===== config.mk =====
export PLATFORM = sky130hd
export DESIGN_NAME = pipe_hazard_ctrl
export DESIGN_NICKNAME = d
export VERILOG_FILES = /design/src/rtl/pipe_hazard_ctrl.sv
export SDC_FILE = /design/constraint.sdc
export NUM_CORES = 1
export LEC_CHECK = 0
export ABC_CLOCK_PERIOD_IN_PS = 3700
export CELL_PAD_IN_SITES_DETAIL_PLACEMENT = 1
export CELL_PAD_IN_SITES_GLOBAL_PLACEMENT = 1
export CORE_UTILIZATION = 22
export CTS_CLUSTER_DIAMETER = 150
export CTS_CLUSTER_SIZE = 40
export DETAILED_ROUTE_END_ITERATION = 6
export GPL_TIMING_DRIVEN = 0
export PLACE_DENSITY_LB_ADDON = 0.1
export SLEW_MARGIN = 10
export SYNTH_ARGS = -nofsm -noshare
export SYNTH_HDL_FRONTEND = slang
export SYNTH_SLANG_ARGS = --single-unit

===== constraint.sdc =====
create_clock -name clk_i -period 3.7 [get_ports clk_i]
set_clock_uncertainty 0.05 [all_clocks]
set_input_delay 0.74 -clock clk_i [delete_from_list [all_inputs] [get_ports clk_i]]
set_output_delay 0.74 -clock clk_i [all_outputs]
set_load 0.05 [all_outputs]

===== src/rtl/pipe_hazard_ctrl.sv =====
// pipe_hazard_ctrl
// Central pipeline hazard controller. Merges stall requests from IF/ID/EX/MEM
// into per-register stall/bubble controls, accepts exceptions and ERET from
// MEM, flushes the pipeline for one cycle, then holds a redirect PC until
// fetch accepts it.
//
// Optional feature macro: HAZARD_PERF_CNT_EN (stall-cycle and exception
// counters; when undefined both counter outputs are tied to zero).
//
// Ports
//   clk_i                 clock, all state updates on posedge
//   rst_i                 synchronous active-high reset
//   if/id/ex/mem_stallreq_i  per-stage stall requests
//   mem_exception_type_i  0 = none, else exception code of MEM instruction
//   cp0_epc_i             current EPC, used as target for ERET
//   redirect_ready_i      fetch accepts new_pc_o this cycle
//   stall_o / bubble_o    {MEM2WB,EX2MEM,ID2EX,IF2ID,PC} hold / insert-NOP
//   flush_o               clear all pipeline registers
//   exc_ack_o             one-cycle pulse, exception accepted
//   redirect_valid_o      new_pc_o valid, held until redirect_ready_i
//   new_pc_o              redirect target, keeps last value outside REDIRECT
//   perf_stall_cnt_o      RUN cycles with any stall
//   perf_exc_cnt_o        accepted exceptions
//
// state    | meaning
// ---------+--------------------------------------------------------------
// RUN      | normal operation, stalls merged, exceptions may be accepted
// FLUSH    | single cycle clearing all pipeline registers
// REDIRECT | new_pc_o presented to fetch, waits for redirect_ready_i

module pipe_hazard_ctrl #(
  parameter logic [31:0] EXC_VECTOR = 32'hBFC0_0380,
  parameter logic [31:0] ERET_CODE  = 32'h0000_000E
) (
  input  logic        clk_i,
  input  logic        rst_i,
  input  logic        if_stallreq_i,
  input  logic        id_stallreq_i,
  input  logic        ex_stallreq_i,
  input  logic        mem_stallreq_i,
  input  logic [31:0] mem_exception_type_i,
  input  logic [31:0] cp0_epc_i,
  input  logic        redirect_ready_i,
  output logic [4:0]  stall_o,
  output logic [4:0]  bubble_o,
  output logic        flush_o,
  output logic        exc_ack_o,
  output logic        redirect_valid_o,
  output logic [31:0] new_pc_o,
  output logic [31:0] perf_stall_cnt_o,
  output logic [31:0] perf_exc_cnt_o
);

  typedef enum logic [1:0] {
    ST_RUN      = 2'd0,
    ST_FLUSH    = 2'd1,
    ST_REDIRECT = 2'd2
  } state_e;

  state_e      state_q, state_d;
  logic [31:0] new_pc_q, new_pc_d;
  logic        exc_accept;
  logic [4:0]  run_stall;

  // A MEM instruction that is itself stalled is not yet complete, so its
  // exception waits until the data access finishes.
  assign exc_accept = (mem_exception_type_i != 32'd0) && !mem_stallreq_i;

  // Highest requesting stage wins; it and everything upstream hold.
  always_comb begin
    run_stall = 5'b00000;
    if (mem_stallreq_i)     run_stall = 5'b01111;
    else if (ex_stallreq_i) run_stall = 5'b00111;
    else if (id_stallreq_i) run_stall = 5'b00011;
    else if (if_stallreq_i) run_stall = 5'b00001;
  end

  always_ff @(posedge clk_i) begin
    if (rst_i) begin
      state_q  <= ST_RUN;
      new_pc_q <= 32'd0;
    end else begin
      state_q  <= state_d;
      new_pc_q <= new_pc_d;
    end
  end

  always_comb begin
    state_d  = state_q;
    new_pc_d = new_pc_q;
    case (state_q)
      ST_RUN: begin
        if (exc_accept) begin
          state_d  = ST_FLUSH;
          new_pc_d = (mem_exception_type_i == ERET_CODE) ? cp0_epc_i : EXC_VECTOR;
        end
      end
      ST_FLUSH:    state_d = ST_REDIRECT;
      ST_REDIRECT: if (redirect_ready_i) state_d = ST_RUN;
      default:     state_d = ST_RUN;
    endcase
  end

  // Outputs are forced low while reset is asserted so nothing downstream
  // (notably CP0 via exc_ack_o) acts on a cycle that is being discarded.
  always_comb begin
    stall_o          = 5'b00000;
    flush_o          = 1'b0;
    exc_ack_o        = 1'b0;
    redirect_valid_o = 1'b0;
    if (!rst_i) begin
      case (state_q)
        ST_RUN: begin
          if (exc_accept) exc_ack_o = 1'b1;
          else            stall_o   = run_stall;
        end
        ST_FLUSH:    flush_o = 1'b1;
        ST_REDIRECT: begin
          redirect_valid_o = 1'b1;
          stall_o          = 5'b00001;
        end
        default: ;
      endcase
    end
  end

  // A stage that proceeds while the stage below it holds must emit a NOP.
  assign bubble_o = {stall_o[3:0] & ~stall_o[4:1], 1'b0};
  assign new_pc_o = new_pc_q;

`ifdef HAZARD_PERF_CNT_EN
  logic [31:0] perf_stall_cnt_q, perf_stall_cnt_d;
  logic [31:0] perf_exc_cnt_q, perf_exc_cnt_d;

  always_comb begin
    perf_stall_cnt_d = perf_stall_cnt_q;
    perf_exc_cnt_d   = perf_exc_cnt_q;
    if ((state_q == ST_RUN) && (stall_o != 5'b00000)) perf_stall_cnt_d = perf_stall_cnt_q + 32'd1;
    if (exc_ack_o) perf_exc_cnt_d = perf_exc_cnt_q + 32'd1;
  end

  always_ff @(posedge clk_i) begin
    if (rst_i) begin
      perf_stall_cnt_q <= 32'd0;
      perf_exc_cnt_q   <= 32'd0;
    end else begin
      perf_stall_cnt_q <= perf_stall_cnt_d;
      perf_exc_cnt_q   <= perf_exc_cnt_d;
    end
  end

  assign perf_stall_cnt_o = perf_stall_cnt_q;
  assign perf_exc_cnt_o   = perf_exc_cnt_q;
`else
  assign perf_stall_cnt_o = 32'd0;
  assign perf_exc_cnt_o   = 32'd0;
`endif

endmodule


# Yosys cells after proc, flatten, opt, wreduce, memory -nomap -nowiden
# Cells that the tools add are included.
[word_totals]
reg_bits = 34
in_bits = 71
out_inout_bits = 109
[classes]
n_eq_ne = 5
muxes = 18
bitwise_logic = 2
reduce_logical = 6
[ops]
columns = ["op", "n"]
rows = [
  ["32-bit by 4-bit == test with 1-bit output (second input constant)", 1],
  ["32-bit 2-to-1 mux", 1],
  ["32-bit nonzero test", 1],
  ["5-bit 2-to-1 mux", 2],
  ["5-bit one-hot mux with 2 select lines", 1],
  ["1-bit 2-to-1 mux", 8],
  ["2-bit 2-to-1 mux", 3],
  ["2-bit one-hot mux with 3 select lines", 1],
  ["4-bit AND", 1],
  ["4-bit 2-to-1 mux", 1],
  ["2-bit inequality test (second input constant)", 2],
  ["4-bit inverter", 1],
  ["2-bit AND reduction", 2],
  ["3-bit 2-to-1 mux", 1],
  ["2-bit by 1-bit == test with 1-bit output (second input constant)", 1],
  ["2-bit == test (second input constant)", 1],
  ["2-bit zero test", 1],
  ["1-bit logical AND", 1],
  ["1-bit zero test", 1],
]

# Depth between registers and ports, before layout
[depth]
depth_word = 9
mapped_depth = 5

# Worst setup path after synthesis
# No wires, ideal clock.
[synth_timing]
path_type = "input to output"
start = "input mem_exception_type_i[0]"
end = "output bubble_o[3]"
arrival_ps = 2605
setup_slack_ps = 305
path_stages = 4
path_buffers = 0
path_cell_list = "nor4_2 and4_2 nand3_1 nor3b_1"
[synth_between]
elab_chain_cells = 7
[synth_lines]
columns = ["element", "line", "rtl"]
rows = [
  ["from (decl)", "41", "input logic [31:0] mem_exception_type_i,"],
  ["32-bit nonzero test (*)", "67", "assign exc_accept = (mem_exception_type_i != 32'd0) && !mem_stallreq_i;"],
  ["1-bit logical AND (*)", "67", ""],
  ["5-bit 2-to-1 mux (*)", "114", "if (exc_accept) exc_ack_o = 1'b1;"],
  ["5-bit one-hot mux with 2 select lines (*)", "112", "case (state_q)"],
  ["5-bit 2-to-1 mux (*)", "111", "if (!rst_i) begin"],
  ["4-bit inverter", "128", "assign bubble_o = {stall_o[3:0] & ~stall_o[4:1], 1'b0};"],
  ["4-bit AND (*)", "128", ""],
  ["to (decl)", "45", "output logic [4:0] bubble_o,"],
]
# Mark *: on every way between the ends. The rest lies on a longest branch, timed or not.

# Worst setup path in the final report
[layout_timing]
start = "input mem_exception_type_i[13]"
end = "output bubble_o[1]"
# Same word-level chain as after synthesis.

==> impl_table.tex <==
\begin{tabular}{lr}
\hline
Metric & Value \\
\hline
\multicolumn{2}{l}{\textbf{Finish}} \\
\quad Signed area change from the synthesized netlist to the final layout & 82.7\% \\
\quad Share of cells above drive strength 1 & 23.0\% \\
\quad Finished Layout Cells & 500 \\
\quad Most common cell after layout, fill and taps aside & clkdlybuf4s50\_1 \\
\quad Nets@finish & 465 \\
\quad Final standard cell utilization of the core & 42.0\% \\
\quad ANT cells & 0 \\
\quad Final non-filler cell area & 3510 sq um \\
\quad Top library cells by usage in the layout, fill and taps aside & clkdlybuf4s50\_1 (106), buf\_4 (67), conb\_1 (66), dfxtp\_1 (34), nand2\_1 (24) \\
\multicolumn{2}{l}{\textbf{Die}} \\
\quad Y dimension of the die & 95.4 um \\
\quad \# rows & 33 \\
\quad Horiz. Die Dim & 95.4 um \\
\quad Area inside the core boundary & 8340 sq um \\
\quad Full die area & 9100 sq um \\
\quad Top Ports & 180 \\
\quad Effective utilization at floorplan & 23.0\% \\
\multicolumn{2}{l}{\textbf{Placed design}} \\
\quad Routability-driven placement congestion ratio & 0.644 \\
\quad Port bufs & 113 \\
\quad Instance count after placement with tap cells included & 492 \\
\quad Worst setup slack before clock tree synthesis & -253 ps \\
\quad Cell area after placement & 3430 sq um \\
\quad HPWL after detailed placement & 5050 um \\
\multicolumn{2}{l}{\textbf{Global routing}} \\
\quad Pin count of the biggest net entering global routing & 12 \\
\quad Global-route usage over all layers & 13.3\% \\
\quad GRT Residual Overflow & 0 \\
\quad Wire length of the first global-routing pass & 9270 um \\
\quad Number of antenna violations at the first check in global routing & 0 \\
\quad Via count of the first global-routing pass & 1,909 \\
\multicolumn{2}{l}{\textbf{Setup path}} \\
\quad Worst reg2reg path endpoint & new\_pc\_o[30] \\
\quad Critical Path Source Type & input port \\
\quad Capturing element of the worst setup path & bubble\_o[1] \\
\quad R2R setup slack & 1750 ps \\
\quad Worst Path Required & 2910 ps \\
\quad Worst flop-to-flop path startpoint & state\_q[1] \\
\quad CP Depth & 6 \\
\quad Critical Path Slowest Stage Cell & clkdlybuf4s15\_1 \\
\quad Crit-path max cell delay & 530 ps \\
\quad Number of cells traversed by the worst register-to-register path & 4 \\
\quad Worst setup path start & mem\_exception\_type\_i[13] \\
\quad Startpoint-to-endpoint class of the critical path & input port to primary output \\
\quad Worst Path Buf+Inv & 2 \\
\quad Endpoint type of the worst setup path & primary output \\
\quad Family with the most delay on the worst path & buffers and inverters \\
\quad Worst-path maximum fanout & 8 \\
\quad Cell chain of the critical path & clkdlybuf4s50\_1 -> nor4\_2 -> and4\_2 -> nand3\_1 -> o21ai\_0 -> clkdlybuf4s15\_1 \\
\quad Data arrival time at the worst-slack endpoint & 2770 ps \\
\multicolumn{2}{l}{\textbf{Logic synthesis}} \\
\quad Cell accounting for the most synthesized area & dfxtp\_1 \\
\quad Post-synthesis sequential element count & 34 \\
\quad Cell types occupying the most area after synthesis & dfxtp\_1 (35\%), buf\_4 (26\%), o2bb2ai\_1 (9.1\%), o221a\_1 (5.9\%), nand2\_1 (4.7\%) \\
\quad Share of synthesized area occupied by flip-flops and latches & 35.5\% \\
\quad Share of the synthesized area in the top cell type & 35.5\% \\
\quad Number of different library cells in the post-synthesis netlist & 29 \\
\quad Total number of yosys warnings & 0 \\
\quad Syn Area/Cell & 9.18 sq um \\
\quad Syn Inst Count & 209 \\
\quad Mapped Area & 1920 sq um \\
\multicolumn{2}{l}{\textbf{CTS}} \\
\quad Number of buffers inserted by hold repair at cts & 0 \\
\quad TritonCTS clock tree & built \\
\quad Cts bufs inserted & 5 \\
\quad Clock sinks & 34 \\
\quad Clock insertion delay at the later pin of the skew report & 280 ps \\
\quad Clock Path Buffers & 2 \\
\quad H-Tree Depth & 2 \\
\quad Clk root buf & clkbuf\_8 \\
\quad Post CTS Setup Buffer Count & 0 \\
\quad Clk slew on worst S/H paths & 70 ps \\
\multicolumn{2}{l}{\textbf{Detailed routing}} \\
\quad Overall via count from detail\_route & 1,943 \\
\quad Post-route DRC violation count & 0 \\
\quad Final ANT Viol Nets & 0 \\
\quad Detailed router's first-iteration violation count & 11 \\
\quad Vias/cell & 3.89 \\
\quad Wire per inst & 12.1 um \\
\quad DRT Pass-1 Iters & 4 \\
\quad Total routed wirelength & 6060 um \\
\multicolumn{2}{l}{\textbf{Timing}} \\
\quad Slew at the pin closest to its max-slew limit & 630 ps \\
\quad Crit share post-route & 96.2\% \\
\quad F\_max & 0.281 GHz \\
\quad Hold Vio Cnt, Final & 0 \\
\quad Final hold slack & 413 ps \\
\quad Sum Neg Setup Slack & 0 ps \\
\quad Relative slew slack & 57.6\% \\
\quad Number of setup violations in the final report & 0 \\
\quad Number of pins exceeding their max-slew limit in the final report & 0 \\
\quad Unrepaired setup endpoints after global routing & false \\
\quad Final WS setup & 140 ps \\
\quad Final Critical Period & 3560 ps \\
\multicolumn{2}{l}{\textbf{Power}} \\
\quad Cell area power density & 314 nW/um\^{}2 \\
\quad Share of total power in combinational logic & 38.7\% \\
\quad Sequential share of power & 35.2\% \\
\quad Worst VDD drop & 0.000123 V \\
\quad Switching part of the total & 37.6\% \\
\quad Fraction of power consumed by the clock network & 26.2\% \\
\quad Net switching power figure & 0.413 mW \\
\quad Overall power consumption & 1.10 mW \\
\quad Leak & 1.53 nW \\
\quad Internal power & 0.686 mW \\
\multicolumn{2}{l}{\textbf{Job}} \\
\quad Max Cap Viol & 0 \\
\multicolumn{2}{l}{\textbf{Outcome}} \\
\quad Status & complete, no violations \\
\multicolumn{2}{l}{\textbf{Hold path}} \\
\quad Worst hold path type & flop to flop \\
\hline
\end{tabular}
-- flip-flops by register name, summed over array words and instances, names as in the netlist --
register  flops
state_q       2
new_pc_o     32
-- kinds of logic after synthesis --
family | synth area share (%)
AO/OA/AOI/OAI | 18.4
buffers and inverters | 29.3
flip-flops | 35.5
other | 0.195
AND/OR/NAND/NOR | 16.6
-- area by class of cell --
cell class              instances  area, sq um
multi-input cells             160          920
fillers                      1010         4830
flip-flops and latches         34          681
inverters                       4         15.0
repair buffers                113         1120
well taps                     105          131
clock inverters                 2         12.5
plain buffers                  76          548
clock buffers                   6         82.6
-- power groups by stage --
stage,logic [mW],registers (mW),clock network [mW]
6_report,0.425,0.387,0.288
5_1_grt,0.447,0.389,0.321
4_1_cts,0.425,0.387,0.304
3_5_place_dp,0.426,0.395,0
3_3_place_gp,0.424,0.395,0
2_1_floorplan,0.258,0.436,0
-- cell usage after synthesis, drive strengths merged --
cell type  instances
buf               71
dfxtp             34
nand2             24
o2bb2ai           20
o221a             12
nor4               7
clkbuf             5
o21ai              5
inv                4
nor2               4
nor3               4
nand4              3
and2               2
and4               2
nand3              2
nor3b              2
a21oi              1
a31oi              1
and4b              1
conb               1
nand4b             1
o21bai             1
or3                1
or4                1
-- worst min path at each step --
stage | startpoint | to | slack, ps | cells after the start
finish | new_pc_o[4] | new_pc_o[4] | 410 | 2
global route | new_pc_o[10] | new_pc_o[10] | 430 | 2
detailed placement | new_pc_o[19] | new_pc_o[19] | 410 | 2
global placement | new_pc_o[2] | new_pc_o[2] | 390 | 2
CTS | new_pc_o[19] | new_pc_o[19] | 420 | 2
floorplan | state_q[1] | state_q[1] | 460 | 2
-- metal layers --
metal  global-route usage, %  part of all wire [%]  vias to the layer above
li1                        -                     -                      979
met1                    15.9                    41                      873
met2                    23.2                    50                       89
met3                    4.31                   9.6                        2
met4                    2.24                  0.18                        0
met5                       0                     0                        -
-- tightest hold or removal path: stages (launching register included) --
cell       delay, ps
dfxtp_1          310
nand2_1           50
o2bb2ai_1         60
-- what timing repair did --
action,CTS,global route
gates resized for setup,7,9
cloned,0,0
endpoints found under the setup margin,7,5
No activity file was read; power rests on OpenSTA's default activity.
